## config.mk

```make
export PLATFORM = sky130hd
export DESIGN_NAME = cnn_result_streamer
export DESIGN_NICKNAME = d
export VERILOG_FILES = /design/src/rtl/cnn_pkg.sv /design/src/rtl/cnn_result_streamer.sv
export SDC_FILE = /design/constraint.sdc
export NUM_CORES = 1
export LEC_CHECK = 0
export BUFFER_PORTS_ARGS = -buffer_cell sky130_fd_sc_hd__clkbuf_2
export CORE_ASPECT_RATIO = 0.8
export CORE_MARGIN = 2
export CORE_UTILIZATION = 51
export CTS_BUF_LIST = sky130_fd_sc_hd__clkbuf_16
export DETAILED_ROUTE_END_ITERATION = 10
export PLACE_DENSITY = 0.73
export SYNTH_ARGS = -nofsm -noshare
export SYNTH_HDL_FRONTEND = slang
export SYNTH_SLANG_ARGS = --single-unit
export TNS_END_PERCENT = 100
```

## constraint.sdc

```tcl
create_clock -name clk -period 4.5 [get_ports clk]
set_input_delay 0 -clock clk [delete_from_list [all_inputs] [get_ports clk]]
set_output_delay 0 -clock clk [all_outputs]
set_load 0.005 [all_outputs]
```

## src/rtl/cnn_pkg.sv

```systemverilog
// Shared constants and types for the CNN result path.
// Score width, class count and the result streamer's FSM encoding.
package cnn_pkg;
    localparam int NUM_CLASSES = 10;
    localparam int ACC_W       = 32;
    localparam int IDX_W       = 4;
    localparam int WCNT_W      = $clog2(NUM_CLASSES + 1);

    typedef logic signed [ACC_W-1:0] score_t;

    typedef enum logic [1:0] {
        IDLE,
        ARGMAX,
        SEND
    } result_state_t;
endpackage

```

## src/rtl/cnn_result_streamer.sv

```systemverilog
// Captures a score set, finds its argmax one compare per cycle, then streams scores + index.
// Latency: first word NUM_CLASSES cycles after capture; stalls on out_ready, flags overrun on busy in_valid.
module cnn_result_streamer
    import cnn_pkg::*;
(
    input  logic                    clk,
    input  logic                    rst_n,
    input  logic signed [ACC_W-1:0] in_scores [0:NUM_CLASSES-1],
    input  logic                    in_valid,
    output logic                    in_ready,
    output logic [ACC_W-1:0]        out_data,
    output logic                    out_valid,
    input  logic                    out_ready,
    output logic                    out_last,
    output logic [IDX_W-1:0]        pred_class,
    output logic                    pred_valid,
    output logic                    overrun
);

    result_state_t           state_q, state_d;
    score_t                  score_q [0:NUM_CLASSES-1];
    score_t                  score_d [0:NUM_CLASSES-1];
    score_t                  best_q, best_d;
    logic [IDX_W-1:0]        best_idx_q, best_idx_d;
    logic [IDX_W-1:0]        idx_q, idx_d;
    logic [WCNT_W-1:0]       w_q, w_d;
    logic [ACC_W-1:0]        out_data_q, out_data_d;
    logic                    out_valid_q, out_valid_d;
    logic                    out_last_q, out_last_d;
    logic [IDX_W-1:0]        pred_class_q, pred_class_d;
    logic                    pred_valid_q, pred_valid_d;
    logic                    overrun_q, overrun_d;
    logic                    in_ready_q, in_ready_d;

    logic                    take_new;
    logic [WCNT_W-1:0]       w_sel;
    logic                    w_sel_last;
    logic [ACC_W-1:0]        word_sel;

    // Strictly greater keeps the lowest index on ties.
    assign take_new = score_q[idx_q] > best_q;

    // While no word is presented, load word w; otherwise the handshake moves to w+1.
    assign w_sel      = out_valid_q ? w_q + 1'b1 : w_q;
    assign w_sel_last = (w_sel == WCNT_W'(NUM_CLASSES));
    assign word_sel   = w_sel_last ? ACC_W'(pred_class_q) : score_q[w_sel];

    always_comb begin
        state_d      = state_q;
        score_d      = score_q;
        best_d       = best_q;
        best_idx_d   = best_idx_q;
        idx_d        = idx_q;
        w_d          = w_q;
        out_data_d   = out_data_q;
        out_valid_d  = out_valid_q;
        out_last_d   = out_last_q;
        pred_class_d = pred_class_q;
        pred_valid_d = pred_valid_q;
        overrun_d    = overrun_q | (in_valid & ~in_ready_q);

        case (state_q)
            IDLE: begin
                if (in_valid && in_ready_q) begin
                    score_d      = in_scores;
                    best_d       = in_scores[0];
                    best_idx_d   = '0;
                    idx_d        = IDX_W'(1);
                    pred_valid_d = 1'b0;
                    state_d      = ARGMAX;
                end
            end
            ARGMAX: begin
                if (take_new) begin
                    best_d     = score_q[idx_q];
                    best_idx_d = idx_q;
                end
                idx_d = idx_q + 1'b1;
                if (idx_q == IDX_W'(NUM_CLASSES - 1)) begin
                    pred_class_d = take_new ? idx_q : best_idx_q;
                    pred_valid_d = 1'b1;
                    w_d          = '0;
                    state_d      = SEND;
                end
            end
            SEND: begin
                if (!out_valid_q) begin
                    out_valid_d = 1'b1;
                    out_data_d  = word_sel;
                    out_last_d  = w_sel_last;
                end else if (out_ready) begin
                    if (out_last_q) begin
                        out_valid_d = 1'b0;
                        out_last_d  = 1'b0;
                        out_data_d  = '0;
                        state_d     = IDLE;
                    end else begin
                        w_d        = w_sel;
                        out_data_d = word_sel;
                        out_last_d = w_sel_last;
                    end
                end
            end
            default: state_d = IDLE;
        endcase

        in_ready_d = (state_d == IDLE);
    end

    always_ff @(posedge clk or negedge rst_n) begin
        if (!rst_n) begin
            state_q      <= IDLE;
            for (int i = 0; i < NUM_CLASSES; i++) score_q[i] <= '0;
            best_q       <= '0;
            best_idx_q   <= '0;
            idx_q        <= '0;
            w_q          <= '0;
            out_data_q   <= '0;
            out_valid_q  <= 1'b0;
            out_last_q   <= 1'b0;
            pred_class_q <= '0;
            pred_valid_q <= 1'b0;
            overrun_q    <= 1'b0;
            in_ready_q   <= 1'b0;
        end else begin
            state_q      <= state_d;
            score_q      <= score_d;
            best_q       <= best_d;
            best_idx_q   <= best_idx_d;
            idx_q        <= idx_d;
            w_q          <= w_d;
            out_data_q   <= out_data_d;
            out_valid_q  <= out_valid_d;
            out_last_q   <= out_last_d;
            pred_class_q <= pred_class_d;
            pred_valid_q <= pred_valid_d;
            overrun_q    <= overrun_d;
            in_ready_q   <= in_ready_d;
        end
    end

    assign in_ready   = in_ready_q;
    assign out_data   = out_data_q;
    assign out_valid  = out_valid_q;
    assign out_last   = out_last_q;
    assign pred_class = pred_class_q;
    assign pred_valid = pred_valid_q;
    assign overrun    = overrun_q;

endmodule

```

==> run summary <==
================================================================================
H-Tree Depth                                                                   2
Total via count in the routed design                                      21,391
Portion of netlist area occupied by mux cells                              0.156
Number of placed cells counting well taps                                  3,231
Number of top-level pins                                                     365
Number of non-filler instances in the completed layout                     3,643
Largest voltage drop on the vdd net                                     0.414 mV
Wire length of the first global-routing pass                          122,000 µm
Maximum count of clock buffers along a single path                             3
Avg Cell Area, Syn                                                      8.99 µm²
Routed WL per cell                                                       21.5 µm
Initial DRC Count                                                          2,410
Total of warnings raised by yosys                                              0
Total Power Consumption                                                  21.9 mW
Total nets after synthesis                                                 2,794
Synthesis-to-finish area growth                                            33.3%
Summed negative setup slack over all endpoints                              0 ps
Largest family of logic cells by synthesized area                   simple AND/OR/NAND/NOR gates
Multi-input combinational cell area                                   11,000 µm²
Net switching share of the total power                                     0.416
Final routed DRC violation total                                               0
Time the final worst path needs with I/O delays and setup                4340 ps
DP Wirelength                                                          49,900 µm
Part of the Yosys area used for sequential elements                        0.465
Row count                                                                     67
Final period util                                                          0.964
Die width                                                                 236 µm
IO Port Bufs                                                                 364
Final Routed Wirelength                                                78,200 µm
Final design instance area without fill                               29,200 µm²
Share of total power in sequential cells                                   0.325
Clock skew after layout                                                  23.4 ps
CP required                                                              4950 ps
Beginning of the worst register-to-register path                        idx_q[0]
Int Pwr                                                                  12.8 mW
Share of the synthesized area in compound gates (AO/OA/AOI/OAI)           0.0799
Final number of setup-violating endpoints                                      0
Initial Util                                                               0.520
Clock-pin slew on the worst setup and hold paths                           60 ps
Flip-flop and latch area                                              10,200 µm²
Slew at the pin with the worst max-slew slack                            1240 ps
Number of clock buffers inserted by TritonCTS                                 43
Via count of the first global-routing pass                                21,619
Clock sink total                                                             407
Simple logic cell fraction of the synthesized area                         0.238
Routability congestion estimate                                            0.947
Final count of pins violating max slew                                         0
Leak pwr                                                                 14.6 nW
Synth Instances                                                            2,435
Maximum number of pins on one net before global-route repair                 133
Most common cell in the netlist                                     sky130_fd_sc_hd__nand2_1
Post-placement worst setup slack                                         72.8 ps
Net count of the finished layout                                           3,414
Number of enable-type register cells in the synthesized netlist                0
Yosys reg bits                                                               407
Worst Hold Slack                                                         60.6 ps
Dominant cell type by area after synthesis                          sky130_fd_sc_hd__dfrtp_1
Overflow left after global routing                                             0
Max-capacitance violation count                                                0
Top cell types by occurrence after synthesis                        sky130_fd_sc_hd__nand2_1 (1,213), sky130_fd_sc_hd__dfrtp_1 (407), sky130_fd_sc_hd__clkbuf_1 (135)
Combinational group share of total power                                   0.502
Critical Path Start Type                                               flip-flop
Vert. Die Dim                                                             189 µm
Hold violation count in the final report                                       0
Layout cells sized above 1                                                 0.231
Timing-limited maximum frequency                                         230 MHz
Switching power of the nets                                              9.09 mW
Run status                                                          finished, final reports clean
Peak fanout along the critical path                                           16
Synth cell types                                                              52
Class of the most critical setup path                                 reg -> reg
Critical Path End Type                                                 flip-flop
TritonCTS clock tree                                                       built
Leading register cell type out of synthesis                         sky130_fd_sc_hd__dfrtp_1
Residual antenna-violating net count after detailed routing                    0
Router iterations before antenna repair                                        6
Number of antenna violations at the first check in global routing              2
Worst-skew pair later-pin latency                                         570 ps
Worst path arrival time                                                  4790 ps
Clock group share of total power                                           0.172
Adder-cell share of the synthesized area                                  0.0200
Root Buffer                                                         sky130_fd_sc_hd__clkbuf_16
Launching instance or port of the critical path                         idx_q[0]
Total Die Area                                                        44,600 µm²
Via density per instance                                                    5.87
Normalized max-slew margin                                                 0.174
Synth top area share                                                       0.465
Placed cell areas                                                     24,400 µm²
Std-Cell Core Area                                                    42,100 µm²
Min-Delay Path Class                                                 in -> async
Filler cell count in the final layout                                      3,097
Post-layout util                                                           0.693
Total GRT Usage                                                            0.350
Post-synthesis async set-or-reset flop share                                1.00
Most area-consuming cells after synthesis                           sky130_fd_sc_hd__dfrtp_1 (47%), sky130_fd_sc_hd__nand2_1 (21%), sky130_fd_sc_hd__mux4_2 (9.9%), sky130_fd_sc_hd__mux2_2 (3.4%), sky130_fd_sc_hd__clkbuf_1 (2.3%)
Area share of xor/xnor cells in the synthesized design                   0.00160
Pwr Density                                                           749 nW/µm²
Post-synthesis instance area                                          21,900 µm²
Final setup slack of the worst path                                       161 ps
================================================================================
cell usage in the layout, fill, tap and decap left out, drive strengths merged, types with 48 or more instances in the layout:
cell	n
inv	51
clkbuf	408
nand2	1213
o21ai	48
nand3	72
buf	59
mux4	96
dfrtp	407
dlygate4sd3	323
a21oi	49
mux2	96
registers in the layout, indices dropped and copies added, names as in the netlist:
signal,count
state_q,2
w_q,4
pred_class,4
in_ready,1
idx_q,4
best_idx_q,4
out_data,32
out_valid,1
score_q,320
best_q,32
pred_valid,1
out_last,1
overrun,1
power by group through the flow:
| stage | logic, mW | registers (mW) | clock network, mW |
|---|---|---|---|
| 3_5_place_dp | 10.4 | 7.01 | 0 |
| 3_3_place_gp | 10.0 | 6.98 | 0 |
| 6_report | 11.0 | 7.11 | 3.77 |
| 4_1_cts | 10.7 | 6.98 | 3.79 |
| 5_1_grt | 12.0 | 7.22 | 3.94 |
| 2_1_floorplan | 7.88 | 6.19 | 0 |
final cells by class:
class	instances	area share
multi-input cells	1811	0.376
flip-flops and latches	407	0.349
repair buffers	745	0.194
clock buffers	45	0.0386
well taps	552	0.0237
clock inverters	33	0.0120
inverters	47	0.00605
diodes	3	0.000257
logic make-up after synthesis:
group	after synthesis
fa+ha+maj	35
simple gates	1331
buf+inv	217
compound gates	242
mux	199
flops	407
xor+xnor	4
timing repair:
item | in CTS | in global routing
hold buffers | 323 | 0
endpoints found under the hold margin | 468 | 0
gates resized for setup | 0 | 1
buffers inserted | 0 | 8
endpoints found under the setup margin | 0 | 35
worst paths after layout:
path	endpoint	depth (start not counted)	slack, ps
min reg2reg	overrun	1	460
max in group asynchronous	score_q[201]	3	3060
min	in_ready	2	60
max reg2reg	best_q[1]	15	160
max	best_q[1]	15	160
min in group clk	score_q[162]	4	170
per-layer routing:
metal,GRT usage,vias to the layer above,share of wire
li1,-,9390,-
met2,0.533,1337,0.44
met4,0.149,0,0.045
met1,0.483,10410,0.41
met3,0.0862,254,0.11
met5,0,-,0
worst max-delay path, cell delays in order (launching register included):
cell	delay, ps
sky130_fd_sc_hd__dfrtp_4	580
sky130_fd_sc_hd__buf_4	190
sky130_fd_sc_hd__buf_4	150
sky130_fd_sc_hd__mux4_2	510
sky130_fd_sc_hd__o2bb2ai_1	210
sky130_fd_sc_hd__ha_1	450
sky130_fd_sc_hd__nand4_2	190
sky130_fd_sc_hd__or4_4	550
sky130_fd_sc_hd__nand2b_1	170
sky130_fd_sc_hd__nand2_1	150
sky130_fd_sc_hd__buf_4	160
sky130_fd_sc_hd__a31oi_4	90
sky130_fd_sc_hd__o41ai_4	70
sky130_fd_sc_hd__buf_4	220
sky130_fd_sc_hd__buf_12	190
sky130_fd_sc_hd__mux2_2	350
Power figures use the tool's default switching activity.
